==> src/rtl/eeg_fram_agent_pkg.sv <==
// eeg_fram_agent_pkg
// Shared definitions for the FRAM lane initiator: default parameter widths
// and the one-hot FSM state encoding.
package eeg_fram_agent_pkg;

    localparam int FRAM_ADD_AW_DEF = 12;
    localparam int FRAM_DAT_DW_DEF = 4;
    localparam int FRAM_LEN_DW_DEF = 10;
    localparam int RBUF_DEPTH_DEF  = 4;

    typedef enum logic [3:0] {
        ST_IDLE  = 4'b0001,
        ST_WRITE = 4'b0010,
        ST_READ  = 4'b0100,
        ST_DRAIN = 4'b1000
    } state_e;

endpackage

==> src/rtl/eeg_fram_agent_rbuf.sv <==
// eeg_fram_agent_rbuf
// Synchronous FIFO holding returned read beats ({lst, dat}). No fall-through:
// a pushed entry becomes visible at the head on the following cycle. Push and
// pop in the same cycle are legal, including when full (the head is read
// before the slot is overwritten).
// Ports:
//   clk, rst       clock, synchronous active-high reset
//   push_i/push_dat_i  write strobe and entry (caller guarantees space)
//   pop_i          remove head entry (ignored when empty)
//   head_o         current head entry
//   empty_o/full_o occupancy flags
module eeg_fram_agent_rbuf #(
    parameter int DEPTH = 4,
    parameter int WIDTH = 5
) (
    input  logic             clk,
    input  logic             rst,
    input  logic             push_i,
    input  logic [WIDTH-1:0] push_dat_i,
    input  logic             pop_i,
    output logic [WIDTH-1:0] head_o,
    output logic             empty_o,
    output logic             full_o
);
    localparam int PW = $clog2(DEPTH);
    localparam logic [PW:0] PTR_ONE = {{PW{1'b0}}, 1'b1};

    logic [WIDTH-1:0] mem_q [DEPTH];
    logic [PW:0]      wr_ptr_q;
    logic [PW:0]      rd_ptr_q;
    logic             do_pop_s;

    // Extra pointer MSB distinguishes full from empty when indices match.
    assign empty_o  = (wr_ptr_q == rd_ptr_q);
    assign full_o   = (wr_ptr_q[PW] != rd_ptr_q[PW]) &&
                      (wr_ptr_q[PW-1:0] == rd_ptr_q[PW-1:0]);
    assign do_pop_s = pop_i & ~empty_o;
    assign head_o   = mem_q[rd_ptr_q[PW-1:0]];

    // Pointer registers.
    always_ff @(posedge clk) begin
        if (rst) begin
            wr_ptr_q <= '0;
            rd_ptr_q <= '0;
        end else begin
            if (push_i) begin
                wr_ptr_q <= wr_ptr_q + PTR_ONE;
            end
            if (do_pop_s) begin
                rd_ptr_q <= rd_ptr_q + PTR_ONE;
            end
        end
    end

    // Storage array; contents need no reset because empty_o masks them.
    always_ff @(posedge clk) begin
        if (push_i) begin
            mem_q[wr_ptr_q[PW-1:0]] <= push_dat_i;
        end
    end

endmodule

==> src/rtl/eeg_fram_agent.sv <==
// eeg_fram_agent
// Engine-side initiator for one FRAM lane. A command (write/read, base
// address, beats-1) becomes either an ETOF_DAT write stream fed from SRC or
// an ETOF_ADD address stream. Read data on FTOE_DAT is always accepted
// (the lane cannot be back-pressured) into a return buffer, and issuing of
// read addresses is credit-limited so that buffer can never overflow.
// Ports:
//   clk, rst                 clock, synchronous active-high reset
//   IS_IDLE                  FSM in IDLE
//   CMD_*                    command handshake and fields
//   SRC_*                    write-data source
//   ETOF_DAT_*               write beats to FRAM
//   ETOF_ADD_*               read addresses to FRAM
//   FTOE_DAT_*               read data from FRAM
//   SNK_*                    forwarded read data
//   DONE                     one-cycle pulse on burst completion
//   ERR                      sticky protocol error
// Optional feature: define EEG_FRAM_AGENT_CHK_EN to build the response
// checker (unsolicited beat / LST mismatch detection); otherwise ERR is 0.
module eeg_fram_agent
    import eeg_fram_agent_pkg::*;
#(
    parameter int FRAM_ADD_AW = FRAM_ADD_AW_DEF,
    parameter int FRAM_DAT_DW = FRAM_DAT_DW_DEF,
    parameter int FRAM_LEN_DW = FRAM_LEN_DW_DEF,
    parameter int RBUF_DEPTH  = RBUF_DEPTH_DEF
) (
    input  logic                   clk,
    input  logic                   rst,
    output logic                   IS_IDLE,
    input  logic                   CMD_VLD,
    output logic                   CMD_RDY,
    input  logic                   CMD_WR,
    input  logic [FRAM_ADD_AW-1:0] CMD_ADD,
    input  logic [FRAM_LEN_DW-1:0] CMD_LEN,
    input  logic                   SRC_VLD,
    output logic                   SRC_RDY,
    input  logic [FRAM_DAT_DW-1:0] SRC_DAT,
    output logic                   ETOF_DAT_VLD,
    output logic                   ETOF_DAT_LST,
    input  logic                   ETOF_DAT_RDY,
    output logic [FRAM_ADD_AW-1:0] ETOF_DAT_ADD,
    output logic [FRAM_DAT_DW-1:0] ETOF_DAT_DAT,
    output logic                   ETOF_ADD_VLD,
    output logic                   ETOF_ADD_LST,
    input  logic                   ETOF_ADD_RDY,
    output logic [FRAM_ADD_AW-1:0] ETOF_ADD_ADD,
    input  logic                   FTOE_DAT_VLD,
    input  logic                   FTOE_DAT_LST,
    output logic                   FTOE_DAT_RDY,
    input  logic [FRAM_DAT_DW-1:0] FTOE_DAT_DAT,
    output logic                   SNK_VLD,
    output logic                   SNK_LST,
    input  logic                   SNK_RDY,
    output logic [FRAM_DAT_DW-1:0] SNK_DAT,
    output logic                   DONE,
    output logic                   ERR
);
    localparam int CW = $clog2(RBUF_DEPTH) + 1;
    localparam logic [CW-1:0]          CRED_MAX = CW'(RBUF_DEPTH);
    localparam logic [CW-1:0]          CRED_ONE = CW'(1);
    localparam logic [FRAM_LEN_DW-1:0] BEAT_ONE = FRAM_LEN_DW'(1);

    // The burst direction is carried by the WRITE/READ state itself.
    state_e                 state_q, state_d;
    logic [FRAM_ADD_AW-1:0] add_q, add_d;
    logic [FRAM_LEN_DW-1:0] len_q, len_d;
    logic [FRAM_LEN_DW-1:0] beat_q, beat_d;
    logic [CW-1:0]          credit_q, credit_d;
    logic                   ftoe_rdy_q;

    logic                   cmd_acc_s, wr_acc_s, ad_acc_s, snk_acc_s;
    logic                   ftoe_hs_s, is_lst_s, credit_ok_s;
    logic [FRAM_ADD_AW-1:0] cur_add_s;
    logic                   rb_empty_s, rb_full_s, rb_push_s;
    logic [FRAM_DAT_DW:0]   rb_head_s;

    assign cmd_acc_s   = CMD_VLD & (state_q == ST_IDLE);
    assign credit_ok_s = (credit_q != '0);
    assign wr_acc_s    = (state_q == ST_WRITE) & SRC_VLD & ETOF_DAT_RDY;
    assign ad_acc_s    = (state_q == ST_READ) & credit_ok_s & ETOF_ADD_RDY;
    assign snk_acc_s   = ~rb_empty_s & SNK_RDY;
    assign ftoe_hs_s   = FTOE_DAT_VLD & ftoe_rdy_q;
    // Address wraps modulo 2^FRAM_ADD_AW by truncation.
    assign cur_add_s   = add_q + FRAM_ADD_AW'(beat_q);
    assign is_lst_s    = (beat_q == len_q);

    // Space is guaranteed by credits; the guard only protects the FIFO.
    assign rb_push_s = ftoe_hs_s & (~rb_full_s | snk_acc_s);

    eeg_fram_agent_rbuf #(
        .DEPTH (RBUF_DEPTH),
        .WIDTH (FRAM_DAT_DW + 1)
    ) u_rbuf (
        .clk        (clk),
        .rst        (rst),
        .push_i     (rb_push_s),
        .push_dat_i ({FTOE_DAT_LST, FTOE_DAT_DAT}),
        .pop_i      (snk_acc_s),
        .head_o     (rb_head_s),
        .empty_o    (rb_empty_s),
        .full_o     (rb_full_s)
    );

    assign IS_IDLE      = (state_q == ST_IDLE);
    assign CMD_RDY      = (state_q == ST_IDLE);
    assign FTOE_DAT_RDY = ftoe_rdy_q;
    assign SNK_VLD      = ~rb_empty_s;
    assign SNK_LST      = rb_empty_s ? 1'b0 : rb_head_s[FRAM_DAT_DW];
    assign SNK_DAT      = rb_empty_s ? '0 : rb_head_s[FRAM_DAT_DW-1:0];
    assign DONE         = (wr_acc_s & is_lst_s) |
                          ((state_q == ST_DRAIN) & snk_acc_s & SNK_LST);

    // Next-state logic.
    always_comb begin
        state_d = state_q;
        case (state_q)
            ST_IDLE: begin
                if (cmd_acc_s) state_d = CMD_WR ? ST_WRITE : ST_READ;
                else           state_d = ST_IDLE;
            end
            ST_WRITE: begin
                if (wr_acc_s & is_lst_s) state_d = ST_IDLE;
                else                     state_d = ST_WRITE;
            end
            ST_READ: begin
                if (ad_acc_s & is_lst_s) state_d = ST_DRAIN;
                else                     state_d = ST_READ;
            end
            ST_DRAIN: begin
                if (snk_acc_s & SNK_LST) state_d = ST_IDLE;
                else                     state_d = ST_DRAIN;
            end
            default: state_d = ST_IDLE;
        endcase
    end

    // FRAM-side outputs; the idle mode's channel is held at zero.
    always_comb begin
        SRC_RDY      = 1'b0;
        ETOF_DAT_VLD = 1'b0;
        ETOF_DAT_LST = 1'b0;
        ETOF_DAT_ADD = '0;
        ETOF_DAT_DAT = '0;
        ETOF_ADD_VLD = 1'b0;
        ETOF_ADD_LST = 1'b0;
        ETOF_ADD_ADD = '0;
        case (state_q)
            ST_WRITE: begin
                SRC_RDY      = ETOF_DAT_RDY;
                ETOF_DAT_VLD = SRC_VLD;
                ETOF_DAT_LST = is_lst_s;
                ETOF_DAT_ADD = cur_add_s;
                ETOF_DAT_DAT = SRC_DAT;
            end
            ST_READ: begin
                ETOF_ADD_VLD = credit_ok_s;
                ETOF_ADD_LST = is_lst_s;
                ETOF_ADD_ADD = cur_add_s;
            end
            default: SRC_RDY = 1'b0;
        endcase
    end

    // Command capture, beat counter and credit update.
    always_comb begin
        add_d    = add_q;
        len_d    = len_q;
        beat_d   = beat_q;
        credit_d = credit_q;
        if (cmd_acc_s) begin
            add_d  = CMD_ADD;
            len_d  = CMD_LEN;
            beat_d = '0;
        end else if (wr_acc_s | ad_acc_s) begin
            beat_d = beat_q + BEAT_ONE;
        end else begin
            beat_d = beat_q;
        end
        case ({ad_acc_s, snk_acc_s})
            2'b10:   credit_d = credit_q - CRED_ONE;
            2'b01:   credit_d = credit_q + CRED_ONE;
            default: credit_d = credit_q;
        endcase
    end

    // State registers.
    always_ff @(posedge clk) begin
        if (rst) begin
            state_q    <= ST_IDLE;
            add_q      <= '0;
            len_q      <= '0;
            beat_q     <= '0;
            credit_q   <= CRED_MAX;
            ftoe_rdy_q <= 1'b0;
        end else begin
            state_q    <= state_d;
            add_q      <= add_d;
            len_q      <= len_d;
            beat_q     <= beat_d;
            credit_q   <= credit_d;
            ftoe_rdy_q <= 1'b1;
        end
    end

`ifdef EEG_FRAM_AGENT_CHK_EN
    // Outstanding addresses and their LST flags, oldest at bit 0.
    logic [CW-1:0]         out_q, out_d, out_pop_s;
    logic [RBUF_DEPTH-1:0] lst_q, lst_d;
    logic                  err_q, err_d, chk_pop_s;

    assign chk_pop_s = ftoe_hs_s & (out_q != '0);
    assign out_pop_s = out_q - {{(CW-1){1'b0}}, chk_pop_s};
    assign ERR       = err_q;

    // Checker next-state: retire the oldest flag, append a newly issued one.
    always_comb begin
        err_d = err_q;
        lst_d = chk_pop_s ? (lst_q >> 1) : lst_q;
        out_d = out_pop_s;
        if (ftoe_hs_s && (out_q == '0)) begin
            err_d = 1'b1;
        end else if (chk_pop_s && (FTOE_DAT_LST != lst_q[0])) begin
            err_d = 1'b1;
        end else begin
            err_d = err_q;
        end
        if (ad_acc_s) begin
            lst_d[out_pop_s[CW-2:0]] = ETOF_ADD_LST;
            out_d = out_pop_s + CRED_ONE;
        end else begin
            out_d = out_pop_s;
        end
    end

    // Checker registers.
    always_ff @(posedge clk) begin
        if (rst) begin
            out_q <= '0;
            lst_q <= '0;
            err_q <= 1'b0;
        end else begin
            out_q <= out_d;
            lst_q <= lst_d;
            err_q <= err_d;
        end
    end
`else
    assign ERR = 1'b0;
`endif

endmodule

==> config.mk <==
export PLATFORM = sky130hd
export DESIGN_NAME = eeg_fram_agent
export DESIGN_NICKNAME = d
export VERILOG_FILES = /design/src/rtl/eeg_fram_agent_pkg.sv /design/src/rtl/eeg_fram_agent_rbuf.sv /design/src/rtl/eeg_fram_agent.sv
export SDC_FILE = /design/constraint.sdc
export NUM_CORES = 1
export LEC_CHECK = 0
export CAP_MARGIN = 0
export CORE_ASPECT_RATIO = 2
export CORE_MARGIN = 2
export CORE_UTILIZATION = 50
export CTS_CLUSTER_SIZE = 25
export DETAILED_ROUTE_END_ITERATION = 10
export DONT_BUFFER_PORTS = 1
export PLACE_DENSITY = 0.71
export SLEW_MARGIN = 0
export SYNTH_ARGS = -nofsm -noshare
export SYNTH_HDL_FRONTEND = slang
export SYNTH_SLANG_ARGS = --single-unit
==> constraint.sdc <==
create_clock -name clk -period 4.1 [get_ports clk]
set_clock_uncertainty 0.05 [all_clocks]
set_input_delay 0.41 -clock clk [delete_from_list [all_inputs] [get_ports clk]]
set_output_delay 0.41 -clock clk [all_outputs]
set_load 0.01 [all_outputs]
# After elaboration in Yosys (flattened, before gate mapping)
# Memory sizes are Yosys's and may differ from the RTL's. A register that Yosys moved wholly into a read port is not among the register bits.
# Cells that the tools add are included.
# totals
register_bits,46
elab_cells,70
mem_bits_rw,20
inputBits,40
n_memories,1
out_inout_bits,44
# op_classes
reduce_logical,4
n_eq_ne,10
bitwise,19
n_addsub,6
n_mux,22
# mem_list
name,depth,word_bits,read_ports,rd_clocked_by_memory_dff,write_ports,line,rtl
u_rbuf.mem_q,4,5,1,1,1,eeg_fram_agent_rbuf.sv:28,logic [WIDTH-1:0] mem_q [DEPTH];
# ops
cell,count
two-way mux 12 bit,2
two-way mux 4 bit,4
one-hot mux 4 bit (4 select lines),1
bitwise AND 1 bit,14
adder 12 x 10 -> 12 bit,1
"adder 10 x 1 -> 10 bit, second input constant",1
equality test 10 bit,1
"adder 3 x 1 -> 3 bit, second input constant",3
two-way mux 1 bit,9
two-way mux 2 bit,3
two-way mux 3 bit,2
one-hot mux 3 bit (2 select lines),1
"equality test 4 x 1 -> 1 bit, second input constant",1
"equality test 4 x 2 -> 1 bit, second input constant",1
"equality test 4 x 3 -> 1 bit, second input constant",1
"equality test 4 bit, second input constant",1
equality test 3 bit,1
bitwise OR 1 bit,3
nonzero test 3 bit,1
"subtractor 3 x 1 -> 3 bit, second input constant",1
"equality test 2 x 1 -> 1 bit, second input constant",1
equality test 2 bit,1
"equality test 2 bit, second input constant",1
NOT 1 bit,2
4 further kinds,4

# Longest topological paths before layout
# logic_depth
ltp_word,7
depth_mapped,11
depth_no_buf,10

# By module
# A second synthesis with hierarchy kept.
# hier_totals
cells_unflattened,411
hier_area_um2,3719.8
# modules_own_cells
module,seq_area_each_um2,cells_each,area_each_um2,n_inst
eeg_fram_agent,800.8,334,2521.2,1
eeg_fram_agent_rbuf,760.7,77,1198.6,1

# Worst setup path before layout
# No wires, ideal clock.
# synth_timing
path_kind,register to output
from,register beat_q[0]
to,output ETOF_ADD_ADD[8]
path_stages_with_launch,8
slack_ns,1.653
t_required_ns,3.640
arrival_ns,1.987
cell_sequence,dfxtp_1 -> ha_1 -> fa_1 -> a211oi_1 -> o21bai_1 -> a221o_1 -> xnor2_1 -> nor2_1
# synth_via
elab_chain_len,2
# synth_rtl
item,line,rtl
"start, declared",eeg_fram_agent.sv:68,"logic [FRAM_LEN_DW-1:0] beat_q, beat_d;"
"start signal, assigned",eeg_fram_agent.sv:200,beat_q <= beat_d;
adder 12 x 10 -> 12 bit,eeg_fram_agent.sv:85,assign cur_add_s = add_q + FRAM_ADD_AW'(beat_q);
two-way mux 12 bit,eeg_fram_agent.sv:148,case (state_q)
"end, declared",eeg_fram_agent.sv:47,"output logic [FRAM_ADD_AW-1:0] ETOF_ADD_ADD,"
# Every way passes these cells.

# Final worst setup path
# Ends and elaborated chain as after synthesis.

==> flow_summary.ini <==
[worst_setup_path]
worstPathMaxFanout = 5
path_cells = ha_1, fa_1, a211oi_1, o21bai_1, a221o_1, xnor2_1, nor2_1
endpoint_kind = output pin
crit_arrival_ps = 2480
startpoint_type = register
crit_family = compound AO/OA/AOI/OAI gates
max_stage_delay_ps = 430
crit_type = register to output pin
critPathBufInv = 0
critPathRequiredTime_ps = 3640
crit_slowest_cell = fa_1

[timing]
period_minus_slack_ps = 2942
rsz0062_at_grt = no
worstMarginPinSlew_ps = 992.0
relSlewSlack_pct = 32.93
finalCritPeriodShare_pct = 71.75
setup_viol = 0
finalHoldViolCount = 0
drv_slew = 0
tns_ps = 0
clock.fmax_mhz = 339.9

[final_layout]
multi_input_area_um2 = 1989
fin_area_um2 = 4039
final_net_count = 459
fin_cells = 497
diodes = 0
fill_cells = 652
areaGrowthSynthToFinish_pct = 10.62
drive_above_1_share_pct = 7.407
seq_area_um2 = 1562

[drt]
viasPerCell = 5.710
drtIter0Drc = 232
vias = 2838
wire_per_inst_um = 15.95
drtAntennaViolNets = 0
firstDrtPassIters = 5
finalWirelength_mm = 7.927
drc = 0

[logic_synthesis]
syn-instance-count = 404
synthAdderAreaFrac_pct = 6.923
synth_area_leaders = dfxtp_1 26%, edfxtp_1 16%, nand2_1 6.6%
async_flop_share_pct = 0
ys_ff_latch = 68
synth_top_cell_by_area = dfxtp_1
synth_compound_area_share_pct = 10.90
yosys.area_share.simple_pct = 24.64
synth_ff_type = dfxtp_1
synth.area.mux_share_pct = 3.358
synth_xor_area_share_pct = 8.396
yosysWarnings = 0
synth-seq-area-share_pct = 42.77
syn_nets = 463
synth_top_area_share_pct = 26.32
synth_top_family_by_area = simple AND/OR/NAND/NOR gates
syn_area_um2 = 3651
synth_edf_count = 20
ys_types = 47
synth.avg_cell_area_um2 = 9.037

[grt]
grt_usage_pct = 20.67
grt_max_degree = 33
antenna_found_initial = 0
grt_pass1_wl_mm = 12.74
grt_pass1_vias = 2671
overflow = 0

[clock_tree]
h-tree-depth = 3
clk_latency_ps = 330
ctsLongestPathBuffers = 2
clk_pin_slew_worst_paths_ps = 50
cts_setup_buffers = 0
cts_sinks = 68
cts_tree = built
clockRootBuffer = clkbuf_16
ctsResizeCount = 0
postCtsHoldBufs = 0
cts-buffers-inserted = 9

[job]
drv_cap = 0

[floorplan]
initial_core_util_pct = 51.01
io_pins = 84
die_h_um = 124.8
design.core.area_um2 = 7157
die_w_um = 64.43
row_count = 44
die_area_um2 = 8043

[placement]
place_area_um2 = 3715
routabilityCongestion = 0.8017
portBuffers = 0
hpwlAfterDp_mm = 6.128
dp_cells = 481

[worst_hold_path]
hold_path_class = primary input to register

[power]
leakage_nw = 1.552
powerDensity_nw_per_um2 = 452.7
ir_worst_vdd_v = 0.0003631

[outcome]
status = completed
## cell families (layout without fill, tap and decap cells)
group	Yosys count	count (layout)
buf+inv	25	26
other cells	1	1
compound gates	64	64
fa+ha+maj	19	19
simple gates	186	186
xor+xnor	35	35
mux	6	6
flops	68	68
## flip-flops by register name, summed over array words and instances, names as in the netlist, named ones only
register / cells
len_q: 10
state_q: 4
u_rbuf.wr_ptr_q: 3
credit_q: 3
beat_q: 10
u_rbuf.mem_q: 20
u_rbuf.rd_ptr_q: 3
FTOE_DAT_RDY: 1
add_q: 12
## worst reg2reg max path: cells and delay by family (launching register included)
kind                     cells  cell delay, ps
adder cells (fa/ha/maj)      2             640
AND/OR/NAND/NOR              4            1360
flip-flops                   1             460
buffers and inverters        1              70
multiplexers                 1             170
## final timing paths
path                                         to  cells after the start  slack [ps]       start
worst min register to register         len_q[6]                      2         410    len_q[6]
worst min-delay path                   len_q[1]                      1          90         rst
worst max-delay path            ETOF_ADD_ADD[8]                      7        1160   beat_q[0]
worst max register to register      credit_q[1]                      8        1230  state_q[2]
## through the flow
step / power (W) / utilization (%) / hold WS [ps] / setup slack, ps
final: 0.001829 / 56.43 / 94.11 / 1158
after global routing: 0.001910 / 56.43 / 87.16 / 1001
after CTS: 0.001851 / 56.43 / 82.16 / 1143
after detailed placement: 0.001026 / 51.91 / 404.4 / 1239
after global placement: 0.001009 / 51.91 / 391.4 / 1407
after floorplan: 0.0009723 / - / 390.6 / 1653
## cells in the mapped netlist, types with 3 or more instances
cell and instances:
nand4_1 6, nor4b_1 4, nor3_1 6, or3_1 4, dfxtp_1 48, nor2_1 44
xnor2_1 13, nand2_1 64, edfxtp_1 20, clkbuf_1 11, mux4_2 5, nand3_1 17
and2_1 19, a21o_1 3, a21oi_1 38, nand2b_1 3, buf_2 4, xor2_1 22
o21ai_0 11, inv_1 7, ha_1 17, and3_1 3, nor3b_1 4
## cell type report
cell class                 count  area share (%)
multi-input combinational    311           49.26
sequential                    68           38.66
clock buffer                   9           5.576
tap                           92           2.850
clock inverter                 7           2.447
inverter                       7          0.6506
timing repair buffer           3          0.5576
## routing by layer
| layer | track usage, % | vias up | part of all wire [%] |
|---|---|---|---|
| li1 | - | 1388 | - |
| met1 | 23.81 | 1323 | 41 |
| met2 | 35.42 | 115 | 50 |
| met3 | 5.239 | 12 | 7.3 |
| met4 | 9.011 | 0 | 1.6 |
| met5 | 0 | - | 0 |
## power breakdown
part / switching [W] / internal, W / total [W]
clock network: 0.000282 / 0.000535 / 0.000818
registers: 0.0000408 / 0.000733 / 0.000774
logic: 0.000144 / 0.0000924 / 0.000237
total: 0.000467 / 0.00136 / 0.00183
## cell usage in the layout (no fill, tap or decap), types with 3 or more instances in the layout
cell and n:
nand2_1 64, dfxtp_1 48, nor2_1 44, a21oi_1 38, xor2_1 22, edfxtp_1 20
and2_1 19, nand3_1 17, ha_1 17, xnor2_1 13, o21ai_0 11, clkbuf_16 9
inv_1 7, nor3_1 6, nand4_1 6, mux4_2 5, nor3b_1 4, or3_1 4
a21o_1 3, and3_1 3, nor4b_1 3, nand2b_1 3, buf_4 3
Power figures use the tool's default switching activity.
